## config.mk

```make
export PLATFORM = sky130hd
export DESIGN_NAME = ddr_rd_arbiter_flat
export DESIGN_NICKNAME = d
export VERILOG_FILES = /design/src/rtl/ddr_rd_arbiter_if.sv /design/src/rtl/ddr_rd_arbiter.sv /design/src/flat_wrapper.sv
export SDC_FILE = /design/constraint.sdc
export NUM_CORES = 1
export LEC_CHECK = 0
export BUFFER_PORTS_ARGS = -buffer_cell sky130_fd_sc_hd__clkbuf_2
export CAP_MARGIN = 20
export CORE_AREA = 3 3 115 117
export DETAILED_ROUTE_END_ITERATION = 8
export DIE_AREA = 0 0 118 120
export PLACE_DENSITY = 0.57
export SLEW_MARGIN = 25
export SYNTH_ARGS = -nofsm -noshare
export SYNTH_HDL_FRONTEND = slang
export SYNTH_SLANG_ARGS = --single-unit
```

## constraint.sdc

```tcl
create_clock -name clk -period 5.95 [get_ports clk]
set_clock_uncertainty 0.15 [all_clocks]
set_input_delay 1.19 -clock clk [delete_from_list [all_inputs] [get_ports clk]]
set_output_delay 1.19 -clock clk [all_outputs]
set_load 0.02 [all_outputs]
```

## src/rtl/ddr_rd_arbiter_if.sv

```systemverilog
// AXI read-channel bundle for the LiteDRAM read arbiter: two upstream masters (s_*) and one DRAM port (m_*).
// slave is the arbiter's view; master is the view of the surrounding masters and DRAM.
interface ddr_rd_arbiter_if #(
    parameter int AW   = 32,
    parameter int IDW  = 6,
    parameter int DW   = 64,
    parameter int ARPL = AW + 8 + IDW,
    parameter int RPL  = DW + 2 + IDW
);
    logic [1:0]        s_ar_valid;
    logic [1:0]        s_ar_ready;
    logic [2*ARPL-1:0] s_ar_pl;
    logic [1:0]        s_r_valid;
    logic [1:0]        s_r_ready;
    logic [RPL-1:0]    s_r_pl;
    logic              s_r_last;
    logic              m_ar_valid;
    logic              m_ar_ready;
    logic [ARPL-1:0]   m_ar_pl;
    logic              m_r_valid;
    logic              m_r_ready;
    logic [RPL-1:0]    m_r_pl;
    logic              m_r_last;

    modport slave (
        input  s_ar_valid, s_ar_pl, s_r_ready, m_ar_ready, m_r_valid, m_r_pl, m_r_last,
        output s_ar_ready, s_r_valid, s_r_pl, s_r_last, m_ar_valid, m_ar_pl, m_r_ready
    );

    modport master (
        output s_ar_valid, s_ar_pl, s_r_ready, m_ar_ready, m_r_valid, m_r_pl, m_r_last,
        input  s_ar_ready, s_r_valid, s_r_pl, s_r_last, m_ar_valid, m_ar_pl, m_r_ready
    );
endinterface

```

## src/rtl/ddr_rd_arbiter.sv

```systemverilog
// Round-robin sharing of the LiteDRAM AXI read port between two masters, one burst in flight, gated by DDR init.
// AR accepted in the grant cycle, m_ar_valid 1 cycle later and held until m_ar_ready; R is a combinational pass-through.
module ddr_rd_arbiter #(
    parameter int AW   = 32,
    parameter int IDW  = 6,
    parameter int DW   = 64,
    parameter int ARPL = AW + 8 + IDW,
    parameter int RPL  = DW + 2 + IDW
) (
    input  logic            clk,
    input  logic            rst,
    input  logic            i_ram_init_done,
    ddr_rd_arbiter_if.slave bus,
    output logic            o_grant,
    output logic            o_busy,
    output logic            o_len_err
);
    typedef enum logic [1:0] {
        IDLE = 2'd0,
        ADDR = 2'd1,
        DATA = 2'd2
    } state_t;

    state_t          state_q, state_d;
    logic            grant_q, grant_d;
    logic            last_srv_q, last_srv_d;
    logic [7:0]      beat_cnt_q, beat_cnt_d;
    logic [7:0]      len_q, len_d;
    logic [ARPL-1:0] ar_q, ar_d;
    logic            len_err_q, len_err_d;

    logic            win;
    logic [ARPL-1:0] win_pl;
    logic [1:0]      ar_rdy;
    logic [1:0]      r_vld;
    logic            r_rdy;
    logic            r_beat;

    always_comb begin
        state_d    = state_q;
        grant_d    = grant_q;
        last_srv_d = last_srv_q;
        beat_cnt_d = beat_cnt_q;
        len_d      = len_q;
        ar_d       = ar_q;
        len_err_d  = len_err_q;
        ar_rdy     = 2'b00;
        r_vld      = 2'b00;
        r_rdy      = 1'b0;
        r_beat     = 1'b0;

        // on a tie the master that was not served last wins
        case (bus.s_ar_valid)
            2'b01:   win = 1'b0;
            2'b10:   win = 1'b1;
            2'b11:   win = ~last_srv_q;
            default: win = 1'b0;
        endcase
        win_pl = win ? bus.s_ar_pl[ARPL +: ARPL] : bus.s_ar_pl[0 +: ARPL];

        case (state_q)
            IDLE: begin
                // rst gating keeps s_ar_ready low while reset holds the FSM in IDLE
                if (!rst && i_ram_init_done && (|bus.s_ar_valid)) begin
                    ar_rdy[win] = 1'b1;
                    grant_d     = win;
                    ar_d        = win_pl;
                    len_d       = win_pl[AW +: 8];
                    state_d     = ADDR;
                end
            end
            ADDR: begin
                if (bus.m_ar_ready) begin
                    beat_cnt_d = 8'd0;
                    state_d    = DATA;
                end
            end
            DATA: begin
                r_vld[grant_q] = bus.m_r_valid;
                r_rdy          = bus.s_r_ready[grant_q];
                r_beat         = bus.m_r_valid & r_rdy;
                if (r_beat) begin
                    beat_cnt_d = beat_cnt_q + 8'd1;
                    if (bus.m_r_last) begin
                        if (beat_cnt_q != len_q) begin
                            len_err_d = 1'b1;
                        end
                        last_srv_d = grant_q;
                        state_d    = IDLE;
                    end else if (beat_cnt_q == len_q) begin
                        // overrun: flag it but keep the port until DRAM closes the burst
                        len_err_d = 1'b1;
                    end
                end
            end
            default: state_d = IDLE;
        endcase
    end

    always_ff @(posedge clk or posedge rst) begin
        if (rst) begin
            state_q    <= IDLE;
            grant_q    <= 1'b0;
            last_srv_q <= 1'b1;
            beat_cnt_q <= 8'd0;
            len_q      <= 8'd0;
            ar_q       <= '0;
            len_err_q  <= 1'b0;
        end else begin
            state_q    <= state_d;
            grant_q    <= grant_d;
            last_srv_q <= last_srv_d;
            beat_cnt_q <= beat_cnt_d;
            len_q      <= len_d;
            ar_q       <= ar_d;
            len_err_q  <= len_err_d;
        end
    end

    assign bus.s_ar_ready = ar_rdy;
    assign bus.m_ar_valid = (state_q == ADDR);
    assign bus.m_ar_pl    = ar_q;
    assign bus.s_r_valid  = r_vld;
    assign bus.m_r_ready  = r_rdy;
    assign bus.s_r_pl     = (state_q == DATA) ? bus.m_r_pl : '0;
    assign bus.s_r_last   = (state_q == DATA) & bus.m_r_last;

    assign o_grant   = grant_q;
    assign o_busy    = (state_q != IDLE);
    assign o_len_err = len_err_q;
endmodule
```

## src/flat_wrapper.sv

```systemverilog
// flat-port wrapper written by rule: the top's interface ports become plain ports
module ddr_rd_arbiter_flat 
#(
    parameter int AW   = 32,
    parameter int IDW  = 6,
    parameter int DW   = 64,
    parameter int ARPL = AW + 8 + IDW,
    parameter int RPL  = DW + 2 + IDW
)
  (clk, rst, i_ram_init_done, o_grant, o_busy, o_len_err, bus_s_ar_valid, bus_s_ar_pl, bus_s_r_ready, bus_m_ar_ready, bus_m_r_valid, bus_m_r_pl, bus_m_r_last, bus_s_ar_ready, bus_s_r_valid, bus_s_r_pl, bus_s_r_last, bus_m_ar_valid, bus_m_ar_pl, bus_m_r_ready);
  ddr_rd_arbiter_if #(.AW(AW), .IDW(IDW), .DW(DW), .ARPL(ARPL), .RPL(RPL)) bus_i ();
  input  logic clk;
  input  logic rst;
  input  logic i_ram_init_done;
  output logic o_grant;
  output logic o_busy;
  output logic o_len_err;
  input wire logic [$bits(bus_i.s_ar_valid)-1:0] bus_s_ar_valid;
  input wire logic [$bits(bus_i.s_ar_pl)-1:0] bus_s_ar_pl;
  input wire logic [$bits(bus_i.s_r_ready)-1:0] bus_s_r_ready;
  input wire logic [$bits(bus_i.m_ar_ready)-1:0] bus_m_ar_ready;
  input wire logic [$bits(bus_i.m_r_valid)-1:0] bus_m_r_valid;
  input wire logic [$bits(bus_i.m_r_pl)-1:0] bus_m_r_pl;
  input wire logic [$bits(bus_i.m_r_last)-1:0] bus_m_r_last;
  output wire logic [$bits(bus_i.s_ar_ready)-1:0] bus_s_ar_ready;
  output wire logic [$bits(bus_i.s_r_valid)-1:0] bus_s_r_valid;
  output wire logic [$bits(bus_i.s_r_pl)-1:0] bus_s_r_pl;
  output wire logic [$bits(bus_i.s_r_last)-1:0] bus_s_r_last;
  output wire logic [$bits(bus_i.m_ar_valid)-1:0] bus_m_ar_valid;
  output wire logic [$bits(bus_i.m_ar_pl)-1:0] bus_m_ar_pl;
  output wire logic [$bits(bus_i.m_r_ready)-1:0] bus_m_r_ready;
  assign bus_i.s_ar_valid = bus_s_ar_valid;
  assign bus_i.s_ar_pl = bus_s_ar_pl;
  assign bus_i.s_r_ready = bus_s_r_ready;
  assign bus_i.m_ar_ready = bus_m_ar_ready;
  assign bus_i.m_r_valid = bus_m_r_valid;
  assign bus_i.m_r_pl = bus_m_r_pl;
  assign bus_i.m_r_last = bus_m_r_last;
  assign bus_s_ar_ready = bus_i.s_ar_ready;
  assign bus_s_r_valid = bus_i.s_r_valid;
  assign bus_s_r_pl = bus_i.s_r_pl;
  assign bus_s_r_last = bus_i.s_r_last;
  assign bus_m_ar_valid = bus_i.m_ar_valid;
  assign bus_m_ar_pl = bus_i.m_ar_pl;
  assign bus_m_r_ready = bus_i.m_r_ready;
  ddr_rd_arbiter #(.AW(AW), .IDW(IDW), .DW(DW), .ARPL(ARPL), .RPL(RPL)) u_core (.clk(clk), .rst(rst), .i_ram_init_done(i_ram_init_done), .bus(bus_i), .o_grant(o_grant), .o_busy(o_busy), .o_len_err(o_len_err));
endmodule
```

==> metrics.md, run 1 <==
| Metric | Value |
|---|---|
| Status | completed |
| Min cycle time layout | slightly below 4 ns |
| Port Buffers | 301 |
| Synth top area share | 0.428 |
| Initial antenna violation count | 0 |
| Setup CP Type | input port to output pin |
| Mapped Cells | 367 |
| Worst Setup End Kind | output pin |
| Post-Syn Area | approximately 3400 um^2 |
| Final Cycle Share | 0.658 |
| CP max stage cell | nor4b_1 |
| Critical path data required time | around 4.6 ns |
| Final #Nets | 834 |
| Hold Fails Final Rpt | 0 |
| Routed len/inst | 14.7 um |
| Total clock sinks | between 50 and 60 |
| Fill count | 1,240 |
| # setup viols final | 0 |
| Final setup TNS | 0 ns |
| Initial Util | 0.272 |
| Post-cts resize count | 0 |
| Detailed-route DRC error count | 0 |
| Share of cells above drive strength 1 | 0.502 |
| Setup WS post-layout | 2.04 ns |
| Placed instance area | 5060 um^2 |
| CP peak stage delay | 0.76 ns |
| CP startpoint kind | input port |
| Final antenna diode count | 0 |
| TritonCTS clock tree | yes |
| DP Cell Count | 819 |
| CP Cell Sequence | clkbuf_2, nor4b_1, o21a_1, and2_1, clkbuf_2 |
| DIE AREA | 14,200 um^2 |
| Class of the most critical hold timing path | flip-flop to flip-flop |
| GP Congestion | slightly above 0.8 |
| Routed Antenna Nets | 0 |
| Clock latency on the worst-skew pair | approximately 0.32 ns |
| PD cells | approximately 440 nW/um^2 |
| Yosys warnings | 0 |
| Cell mode on critical path | clkbuf_2 |
| Top Ports | 302 |
| Clk root buf | clkbuf_16 |
| Worst slew margin | 0.370 |
| Slew at the pin closest to its max-slew limit | 0.931 ns |
| Longest Clk Path Bufs | 2 |
| Arr. time, crit path | 2.57 ns |
| Fin. max-slew vios | 0 |
| Final instance area | 5360 um^2 |
| DP Wirelength | 10,100 um |
| Die span in y | 120 um |
| Static leakage | around 0.0030 uW |
| Synth Area per Inst | approximately 9 um^2 |
| Max cap viols | 0 |
| First-pass DRT Iterations | 4 |
| Post-synth top flop | dfrtp_1 |
| Largest fanout on the critical path | 2 |
| Final cell count without fillers | 834 |
| Sequential share of the synthesized area | 0.436 |
| RSZ-0062 raised after global routing | false |
| Number of enable flip-flop cells after synthesis | 0 |
| Largest net degree at the start of global routing | between 90 and 100 |
| DR iter-0 viols | 82 |
| Synthesized flop and latch total | 59 |
| Cts-stage hold buffer count | 0 |
| Synth area leader | dfrtp_1 |
| Cts bufs inserted | 9 |
| Routed wire length | 12,200 um |
| VDD IR-drop max | roughly 0.22 mV |
| Vias per std cell | 4.26 |
| Number of core rows | slightly above 40 |
| Synth unique cells | 35 |
| Area Growth Syn to Fin | 58.1% |
| Area contributors post-synth | dfrtp_1 (43%), mux2i_1 (14%), and2_1 (14%), o21ai_0 (7.4%), nand2_1 (5.9%) |
| GRT Resource Usage Total | 0.171 |
| Via Count | 3,557 |
| Post-synth ARST share | 1.00 |
| Die W | 118 um |
| Core Region | 12,500 um^2 |
| Pre-CTS setup slack | 1.93 ns |
| Fmax | 0.255 GHz |
| Syn nets | approximately 540 |
| GRT overflow | 0 |
| Vias in the first global route | 3,601 |
| First-pass GRT wire length | 19,200 um |
| CTS H-Tree Depth | 3 |
| Post-CTS Setup Bufs | 0 |
| Register clock-pin slew on the reported worst setup and hold paths | 0.05 ns |
-- synth_stat cells (all sizes together) (2+ instances only) --
library cell / number
xnor2: 12
nand3: 4
a21oi: 3
or4: 2
buf: 10
clkbuf: 14
nor2: 7
nor4: 3
dfrtp: 58
inv: 4
mux2: 2
o21ai: 51
nand4: 5
mux2i: 47
nor2b: 2
and2: 77
nand2: 53
-- power by group --
part	internal [uW]	switching [uW]	leakage (uW)
Clock	329	172	0.000141
Sequential	573	134	0.000740
Combinational	417	716	0.00213
Total	1320	1020	0.00301
-- cell type report --
| class | instances | area, um^2 | share of cell area |
|---|---|---|---|
| clock inverters | 3 | 40.0 | 0.00747 |
| flip-flops and latches | 59 | 1480 | 0.276 |
| multi-input cells | 280 | 1820 | 0.340 |
| clock buffers | 11 | 243 | 0.0453 |
| well taps | 172 | 215 | 0.0401 |
| inverters | 4 | 15.0 | 0.00280 |
| repair buffers | 305 | 1550 | 0.289 |
-- flip-flops by register name (all words and copies together), names as in the netlist --
| register | count |
|---|---|
| u_core.bus.m_ar_pl | 46 |
| u_core.beat_cnt_q | 8 |
| u_core.state_q | 2 |
| u_core.last_srv_q | 1 |
| u_core.o_grant | 1 |
| u_core.o_len_err | 1 |
-- cells in the final DEF (no fill, tap or decap), types with 5 or more instances in the layout --
cell | Yosys | routed
mux2i_1 | 47 | 47
o21ai_0 | 50 | 50
dfrtp_1 | 58 | 58
nand2_1 | 53 | 53
xnor2_1 | 12 | 12
clkbuf_2 | 0 | 301
nand4_1 | 5 | 5
clkbuf_16 | 0 | 9
nor2_1 | 7 | 7
and2_1 | 75 | 75
-- per-stage QoR --
step                utilization  total power [uW]  hold WS, ns
finish                    0.430              2340        0.327
CTS                       0.428              2370        0.336
global route              0.430              2510        0.347
detailed placement        0.406              1860        0.324
global placement          0.406              1840        0.312
floorplan                     -              1400        0.386
-- cell families (layout without fill, tap and decap cells) --
| family | Yosys count | count (layout) | share of synthesized area |
|---|---|---|---|
| AO/OA/AOI/OAI | 60 | 60 | 0.0937 |
| XOR/XNOR | 12 | 12 | 0.0310 |
| adder cells (fa/ha/maj) | 1 | 1 | 0.00369 |
| buffers and inverters | 28 | 323 | 0.0362 |
| flip-flops | 59 | 59 | 0.436 |
| multiplexers | 49 | 49 | 0.146 |
| AND/OR/NAND/NOR | 158 | 158 | 0.253 |
-- worst paths after layout --
kind | from | to | slack (ns) | cells past startpoint
worst max-delay path | rst | bus_s_ar_ready[1] | 2.04 | 5
worst min-delay path | u_core.bus.m_ar_pl[26] | u_core.bus.m_ar_pl[26] | 0.33 | 2
worst max register to register | u_core.state_q[0] | u_core.bus.m_ar_pl[43] | 3.55 | 5
worst min register to register | u_core.bus.m_ar_pl[26] | u_core.bus.m_ar_pl[26] | 0.33 | 2
max in group asynchronous | rst | u_core.state_q[0] | 4.20 | 3
min in group asynchronous | rst | u_core.bus.m_ar_pl[31] | 0.93 | 3
-- metal layers --
metal / GRT usage / part of all wire / wire (um)
met1: 0.196 / 0.39 / 4820
met2: 0.303 / 0.50 / 6140
met3: 0.0575 / 0.088 / 1080
met4: 0.0513 / 0.017 / 206
met5: 0 / 0 / 0
-- worst max-delay path: cells and delay by family --
family | cells | cell delay, ns
AO/OA/AOI/OAI | 1 | 0.21
buffers and inverters | 2 | 0.27
AND/OR/NAND/NOR | 2 | 0.90
(Power assumes the default switching activity.)
==> run 2, diff against run 1 <==
==> constraint.sdc (replaced) <==
create_clock -name clk -period 3.95 [get_ports clk]
set_clock_uncertainty 0.15 [all_clocks]
set_input_delay 0.79 -clock clk [delete_from_list [all_inputs] [get_ports clk]]
set_output_delay 0.79 -clock clk [all_outputs]
set_load 0.02 [all_outputs]
==> metrics.md, run 2 (synthesis results as in run 1) <==
| Metric | Value |
|---|---|
| Status | completed (unchanged) |
| Initial antenna violation count | 0 (unchanged) |
| Largest net degree at the start of global routing | 95 (unchanged) |
| Via Count | 3,669 (was 3,557) |
| PD cells | 647 nW/um^2 (was 437 nW/um^2) |
| Die W | 118 um (unchanged) |
| Share of cells above drive strength 1 | 0.504 (was 0.502) |
| Top Ports | 302 (unchanged) |
| CP startpoint kind | flip-flop (was input port) |
| GRT Resource Usage Total | 0.172 (was 0.171) |
| Number of core rows | 41 (unchanged) |
| Static leakage | 0.00301 uW (about the same) |
| DIE AREA | 14,200 um^2 (unchanged) |
| Worst slew margin | 0.495 (was 0.370) |
| Detailed-route DRC error count | 0 (unchanged) |
| Cts bufs inserted | 9 (unchanged) |
| Class of the most critical hold timing path | flip-flop to flip-flop (unchanged) |
| Post-cts resize count | 0 (unchanged) |
| Worst R2R Start | u_core.last_srv_q (was u_core.state_q[0]) |
| GRT overflow | 0 (unchanged) |
| Core Region | 12,500 um^2 (unchanged) |
| Setup CP Type | flip-flop to output pin (was input port to output pin) |
| Hold Fails Final Rpt | 0 (unchanged) |
| First-pass DRT Iterations | 4 (unchanged) |
| Worst Setup End Kind | output pin (unchanged) |
| Max FFs per register | 46 (unchanged) |
| DP Wirelength | 10,200 um (was 10,100 um) |
| R2r setup slk | 1.96 ns (was 3.55 ns) |
| Routed wire length | 12,200 um (about the same) |
| Fmax | 0.367 GHz |
| Post-CTS Setup Bufs | 0 (unchanged) |
| DR iter-0 viols | 74 (was 82) |
| Total clock sinks | 59 (unchanged) |
| Largest fanout on the critical path | 54 (was 2) |
| Final #Nets | 836 (was 834) |
| Min cycle time layout | 2.72 ns |
| Slew at the pin closest to its max-slew limit | 0.757 ns (was 0.931 ns) |
| TritonCTS clock tree | yes (unchanged) |
| GP Congestion | 0.830 (was 0.805) |
| Arr. time, crit path | 1.78 ns (was 2.57 ns) |
| HP Start | u_core.bus.m_ar_pl[30] (was u_core.bus.m_ar_pl[26]) |
| Final setup TNS | 0 ns (unchanged) |
| VDD IR-drop max | 0.279 mV (was 0.216 mV) |
| Routed len/inst | 14.7 um (about the same) |
| Commonest non-fill, non-tap cells in the layout | clkbuf_2 (301), and2_1 (75), dfrtp_1 (58), nand2_1 (53), o21ai_0 (50) (unchanged) |
| First-pass GRT wire length | 19,200 um (about the same) |
| Port Buffers | 301 (unchanged) |
| Longest Clk Path Bufs | 2 (unchanged) |
| Vias in the first global route | 3,684 (was 3,601) |
| Final Cycle Share | 0.689 |
| CTS H-Tree Depth | 3 (unchanged) |
| Die span in y | 120 um (unchanged) |
| Reg2Reg Capture Point | u_core.bus.m_ar_pl[32] (was u_core.bus.m_ar_pl[43]) |
| Cts-stage hold buffer count | 0 (unchanged) |
| Initial Util | 0.272 (unchanged) |
| Routed Antenna Nets | 0 (unchanged) |
| Final core utilization | 0.430 (about the same) |
| Pre-CTS setup slack | 1.19 ns (was 1.93 ns) |
| R2R cell count | 4 (was 5) |
| Max cap viols | 0 (unchanged) |
| Critical path data required time | 3.01 ns (was 4.61 ns) |
| Most common cell after layout, fill and taps aside | clkbuf_2 (unchanged) |
| # setup viols final | 0 (unchanged) |
| Area Growth Syn to Fin | 58.0% (was 58.1%) |
| Fin. max-slew vios | 0 (unchanged) |
| Vias per std cell | 4.39 (was 4.26) |
| Hold endpoint | u_core.bus.m_ar_pl[30] (was u_core.bus.m_ar_pl[26]) |
| Setup WS post-layout | 1.23 ns (was 2.04 ns) |
| WHS Path Cells | 2 (unchanged) |
| Clk root buf | clkbuf_16 (unchanged) |
| Register clock-pin slew on the reported worst setup and hold paths | 0.05 ns (about the same) |
| Final antenna diode count | 0 (unchanged) |
| RSZ-0062 raised after global routing | false (unchanged) |
| Clock latency on the worst-skew pair | 0.32 ns (about the same) |
| Fill count | 1,234 (was 1,240) |
run 2: metal layers:
| metal | part of all wire | up-vias | track usage |
|---|---|---|---|
| met4 | 0.027 | 0 | 0.0777 |
| met5 | 0 | - | 0 |
| met3 | 0.083 | 19 | 0.0528 |
| li1 | - | 1818 | - |
| met1 | 0.39 | 1641 | 0.195 |
| met2 | 0.50 | 191 | 0.300 |
run 2: final cells by class:
class	instances	area, um^2	share of cell area
clock buffer	11	253	0.0472
clock inverter	2	13.8	0.00257
inverter	4	15.0	0.00280
multi-input combinational	280	1820	0.340
sequential	59	1480	0.276
tap	172	215	0.0402
timing repair buffer	307	1560	0.292
run 2: critical path: stages, from the launching register on:
cell      delay [ns]
dfrtp_1         0.43
nor2b_4         0.41
buf_12          0.25
and2_1          0.18
clkbuf_2        0.18
run 2: power breakdown:
group	total, uW	internal, uW	switching, uW
combinational	1710	636	1070
clock	692	446	246
sequential	1060	863	201
run 2: how the worst max path moves through the flow:
| stage | slack (ns) | start | end |
|---|---|---|---|
| 3_5_place_dp | 1.19 | u_core.state_q[1] | bus_s_r_pl[8] |
| 3_3_place_gp | 1.22 | rst | bus_s_ar_ready[0] |
| 4_1_cts | 0.83 | u_core.state_q[1] | bus_s_r_pl[8] |
| 2_1_floorplan | 1.07 | rst | bus_s_ar_ready[0] |
| 5_1_grt | 1.05 | u_core.state_q[1] | bus_s_r_pl[8] |
| 6_report | 1.23 | u_core.state_q[1] | bus_s_r_pl[8] |
run 2: per-stage QoR:
step	hold slack [ns]	cell area [um^2]	std cells	total power (uW)
6_report	0.326	5360	835	3460
4_1_cts	0.332	5340	834	3520
3_5_place_dp	0.321	5070	821	2800
3_3_place_gp	0.312	5070	821	2760
2_1_floorplan	0.386	3390	367	2120
5_1_grt	0.350	5360	835	3730
==> run 3, diff against run 2 <==
--- a/config.mk
+++ b/config.mk
@@ -5,12 +5,13 @@
 export SDC_FILE = /design/constraint.sdc
 export NUM_CORES = 1
 export LEC_CHECK = 0
+export ABC_AREA = 1
 export BUFFER_PORTS_ARGS = -buffer_cell sky130_fd_sc_hd__clkbuf_2
 export CAP_MARGIN = 20
-export CORE_AREA = 3 3 115 117
+export CORE_AREA = 3 3 116 118
 export DETAILED_ROUTE_END_ITERATION = 8
-export DIE_AREA = 0 0 118 120
-export PLACE_DENSITY = 0.57
+export DIE_AREA = 0 0 119 121
+export PLACE_DENSITY = 0.59
 export SLEW_MARGIN = 25
 export SYNTH_ARGS = -nofsm -noshare
 export SYNTH_HDL_FRONTEND = slang
==> constraint.sdc (replaced) <==
create_clock -name clk -period 2.41 [get_ports clk]
set_clock_uncertainty 0.15 [all_clocks]
set_input_delay 0.482 -clock clk [delete_from_list [all_inputs] [get_ports clk]]
set_output_delay 0.482 -clock clk [all_outputs]
set_load 0.02 [all_outputs]
==> metrics.md, run 3 <==
| Metric | Value |
|---|---|
| Status | completed (unchanged) |
| Mapped Cells | 526 (was 367) |
| Routed len/inst | 12.7 um (was 14.7 um) |
| DP Wirelength | 10,100 um (was 10,200 um) |
| Slew at the pin closest to its max-slew limit | 0.760 ns (was 0.757 ns) |
| Static leakage | 0.00340 uW (was 0.00301 uW) |
| Hold endpoint | u_core.state_q[0] (was u_core.bus.m_ar_pl[30]) |
| Initial antenna violation count | 0 (unchanged) |
| R2r setup slk | 0.71 ns (was 1.96 ns) |
| Number of enable flip-flop cells after synthesis | 0 (unchanged) |
| Most common cell after layout, fill and taps aside | clkbuf_2 (unchanged) |
| TritonCTS clock tree | yes (unchanged) |
| Worst slew margin | 0.494 (was 0.495) |
| Met1 Track Usage GR | 0.220 (was 0.195) |
| Clk root buf | clkbuf_16 (unchanged) |
| WHS Path Cells | 2 (unchanged) |
| M3 GR Usage | 0.0606 (was 0.0528) |
| First-pass DRT Iterations | 4 (unchanged) |
| Cts bufs inserted | 9 (unchanged) |
| Compound-gate portion of the synthesized area | 0.0255 (was 0.0937) |
| Synth area leader | dfrtp_1 (unchanged) |
| GP Congestion | 0.829 (was 0.830) |
| Worst Setup End Kind | output pin (unchanged) |
| Via Count | 4,145 (was 3,669) |
| GRT Resource Usage Total | 0.168 (was 0.172) |
| Worst R2R Start | u_core.last_srv_q (unchanged) |
| Area contributors post-synth | dfrtp_1 (42%), nand2_1 (19%), inv_1 (10%), nor2_1 (9.3%), nand3_1 (7.7%) (was dfrtp_1 (43%), mux2i_1 (14%), and2_1 (14%), o21ai_0 (7.4%), nand2_1 (5.9%)) |
| Post-CTS Setup Bufs | 0 (unchanged) |
| Yosys warnings | 0 (unchanged) |
| Die span in y | 121 um (was 120 um) |
| R2R cell count | 7 (was 4) |
| Final antenna diode count | 0 (unchanged) |
| Final #Nets | 996 (was 836) |
| Class of the most critical hold timing path | input port to flip-flop (was flip-flop to flip-flop) |
| Setup CP Type | flip-flop to output pin (unchanged) |
| Final Cycle Share | 0.898 |
| Longest Clk Path Bufs | 2 (unchanged) |
| Vias in the first global route | 3,835 (was 3,684) |
| Fin. max-slew vios | 0 (unchanged) |
| Synth Area in XOR/XNOR | 0.0102 (was 0.0310) |
| Port Buffers | 301 (unchanged) |
| Top Ports | 302 (unchanged) |
| Final total power | 5790 uW (was 3460 uW) |
| Largest fanout on the critical path | 76 (was 54) |
| Die W | 119 um (was 118 um) |
| Area Growth Syn to Fin | 56.7% (was 58.0%) |
| Cts-stage hold buffer count | 0 (unchanged) |
| Vias per std cell | 4.15 (was 4.39) |
| Arr. time, crit path | 1.53 ns (was 1.78 ns) |
| Main combinational cell family by area after synthesis | simple AND/OR/NAND/NOR gates (unchanged) |
| Post-cts resize count | 0 (unchanged) |
| Post-Synth Adder-Cell Area | 0.00364 (was 0.00369) |
| Synth Area per Inst | 6.53 um^2 (was 9.24 um^2) |
| Post-synth top flop | dfrtp_1 (unchanged) |
| CP peak stage delay | 0.39 ns (was 0.43 ns) |
| Post-Syn Area | 3440 um^2 (was 3390 um^2) |
| CP Cell Sequence | inv_1, nand2_2, buf_12, nor3_1, clkbuf_2 (was nor2b_4, buf_12, and2_1, clkbuf_2) |
| Initial Util | 0.273 (was 0.272) |
| Buf/Inv on CP | 3 (was 2) |
| GRT overflow | 0 (unchanged) |
| Fmax | 0.462 GHz |
| CP startpoint kind | flip-flop (unchanged) |
| Most frequent cells after synthesis | nand2_1 (174), inv_1 (96), nor2_1 (85) (was and2_1 (75), dfrtp_1 (58), nand2_1 (53)) |
| Core Region | 12,600 um^2 (was 12,500 um^2) |
| Levels on crit path | 5 (was 4) |
| Share of cells above drive strength 1 | 0.402 (was 0.504) |
| First-pass GRT wire length | 19,400 um (was 19,200 um) |
| Routed Antenna Nets | 0 (unchanged) |
| PD cells | 1080 nW/um^2 (was 647 nW/um^2) |
| Final core utilization | 0.428 (was 0.430) |
| Commonest non-fill, non-tap cells in the layout | clkbuf_2 (301), nand2_1 (174), inv_1 (95), nor2_1 (85), dfrtp_1 (58) (was clkbuf_2 (301), and2_1 (75), dfrtp_1 (58), nand2_1 (53), o21ai_0 (50)) |
| Most frequent cell after synthesis | nand2_1 (was and2_1) |
| Synthesized flop and latch total | 59 (unchanged) |
| Post-synth ARST share | 1.00 (unchanged) |
| Total clock sinks | 59 (unchanged) |
| DR iter-0 viols | 249 (was 74) |
| Number of core rows | 41 (unchanged) |
| CP max stage cell | dfrtp_1 (unchanged) |
| Max FFs per register | 46 (unchanged) |
| Grt met2 use | 0.270 (was 0.300) |
| CTS H-Tree Depth | 3 (unchanged) |
| Detailed-route DRC error count | 0 (unchanged) |
| Sequential share of the synthesized area | 0.430 (was 0.436) |
| HP Start | bus_m_ar_ready (was u_core.bus.m_ar_pl[30]) |
| Synth top area share | 0.422 (was 0.428) |
| Routed wire length | 12,700 um (was 12,200 um) |
| Synth unique cells | 23 (was 35) |
| GRT Max-Usage Layer | met2 (unchanged) |
| Reg2Reg Capture Point | u_core.bus.m_ar_pl[40] (was u_core.bus.m_ar_pl[32]) |
| Simple-gate area share of the yosys netlist | 0.384 (was 0.253) |
| Critical path data required time | 1.78 ns (was 3.01 ns) |
| RSZ-0062 raised after global routing | false (unchanged) |
| Min cycle time layout | 2.16 ns |
| Register clock-pin slew on the reported worst setup and hold paths | 0.05 ns (about the same) |
| DIE AREA | 14,400 um^2 (was 14,200 um^2) |
| # setup viols final | 0 (unchanged) |
| VDD IR-drop max | 0.468 mV (was 0.279 mV) |
| Clock latency on the worst-skew pair | 0.32 ns (about the same) |
| Hold Fails Final Rpt | 0 (unchanged) |
| Mux cell area share after synthesis | 0 (was 0.146) |
| Cell family with most CP delay | buffers and inverters (was simple AND/OR/NAND/NOR gates) |
| Syn nets | 701 (was 542) |
| Largest net degree at the start of global routing | 77 (was 95) |
| Max cap viols | 0 (unchanged) |
[run 3: cell types whose count changed in the layout (fill, tap and decap cells not counted), moves of 3 or more]
| cell | delta |
|---|---|
| and2_1 | -75 |
| nor2_1 | +78 |
| xnor2_1 | -8 |
| nand3_1 | +50 |
| clkinvlp_4 | +3 |
| mux2i_1 | -47 |
| inv_1 | +92 |
| nor3_1 | +3 |
| nor4_1 | -3 |
| nand2_1 | +121 |
| o21ai_0 | -41 |
[run 3: area by class of cell]
cell class | instances | area [um^2]
Clock buffer | 12 | 256
Clock inverter | 4 | 25.0
Fill cell | 1377 | 7180
Inverter | 97 | 368
Multi-Input combinational cell | 346 | 1470
Sequential cell | 59 | 1480
Tap cell | 172 | 215
Timing Repair Buffer | 308 | 1570
[run 3: logic make-up (layout without fill, tap and decap cells)]
| kind of cell | count (synthesis) | count (layout) |
|---|---|---|
| compound gates | 16 | 16 |
| xor+xnor | 4 | 4 |
| fa+ha+maj | 1 | 1 |
| buf+inv | 121 | 421 |
| flops | 59 | 59 |
| simple gates | 325 | 325 |
[run 3: through the flow]
| stage | setup WS, ns | hold slack, ns | instances | TNS [ns] | area [um^2] |
|---|---|---|---|---|---|
| 3_5_place_dp | 0.534 | 0.323 | 982 | 0 | 5100 |
| 6_report | 0.245 | 0.197 | 998 | 0 | 5390 |
| 5_1_grt | 0.0942 | 0.199 | 998 | 0 | 5390 |
| 3_3_place_gp | 0.522 | 0.313 | 982 | 0 | 5100 |
| 2_1_floorplan | -0.141 | 0.349 | 526 | -0.271 | 3460 |
| 4_1_cts | 0.232 | 0.179 | 998 | 0 | 5390 |
[run 3: routing by layer]
metal / wire, um / up-vias
li1: - / 2143
met1: 5460 / 1833
met2: 6150 / 159
met3: 997 / 10
met4: 109 / 0
met5: 0 / -
[run 3: worst max-delay path by stage]
stage	end	slack, ns	startpoint
5_1_grt	bus_s_r_valid[0]	0.09	u_core.state_q[0]
6_report	bus_s_r_valid[0]	0.25	u_core.state_q[0]
3_5_place_dp	bus_s_ar_ready[1]	0.53	bus_s_ar_valid[1]
3_3_place_gp	bus_s_ar_ready[1]	0.52	bus_s_ar_valid[1]
4_1_cts	bus_s_r_valid[0]	0.23	u_core.state_q[0]
2_1_floorplan	bus_s_ar_ready[0]	-0.14	rst
[run 3: report_power, final]
part           internal, uW  switching (uW)
clock network           747             446
logic                   960            1850
registers              1450             336
total                  3160            2630
[run 3: worst reg2reg max path, stage by stage, from the launching register on]
cell and delay (ns):
dfstp_2 0.56, nand2_1 0.06, nand2_1 0.14, inv_1 0.09
nor2_4 0.12, buf_4 0.32, nand2_1 0.13, nand3_1 0.09
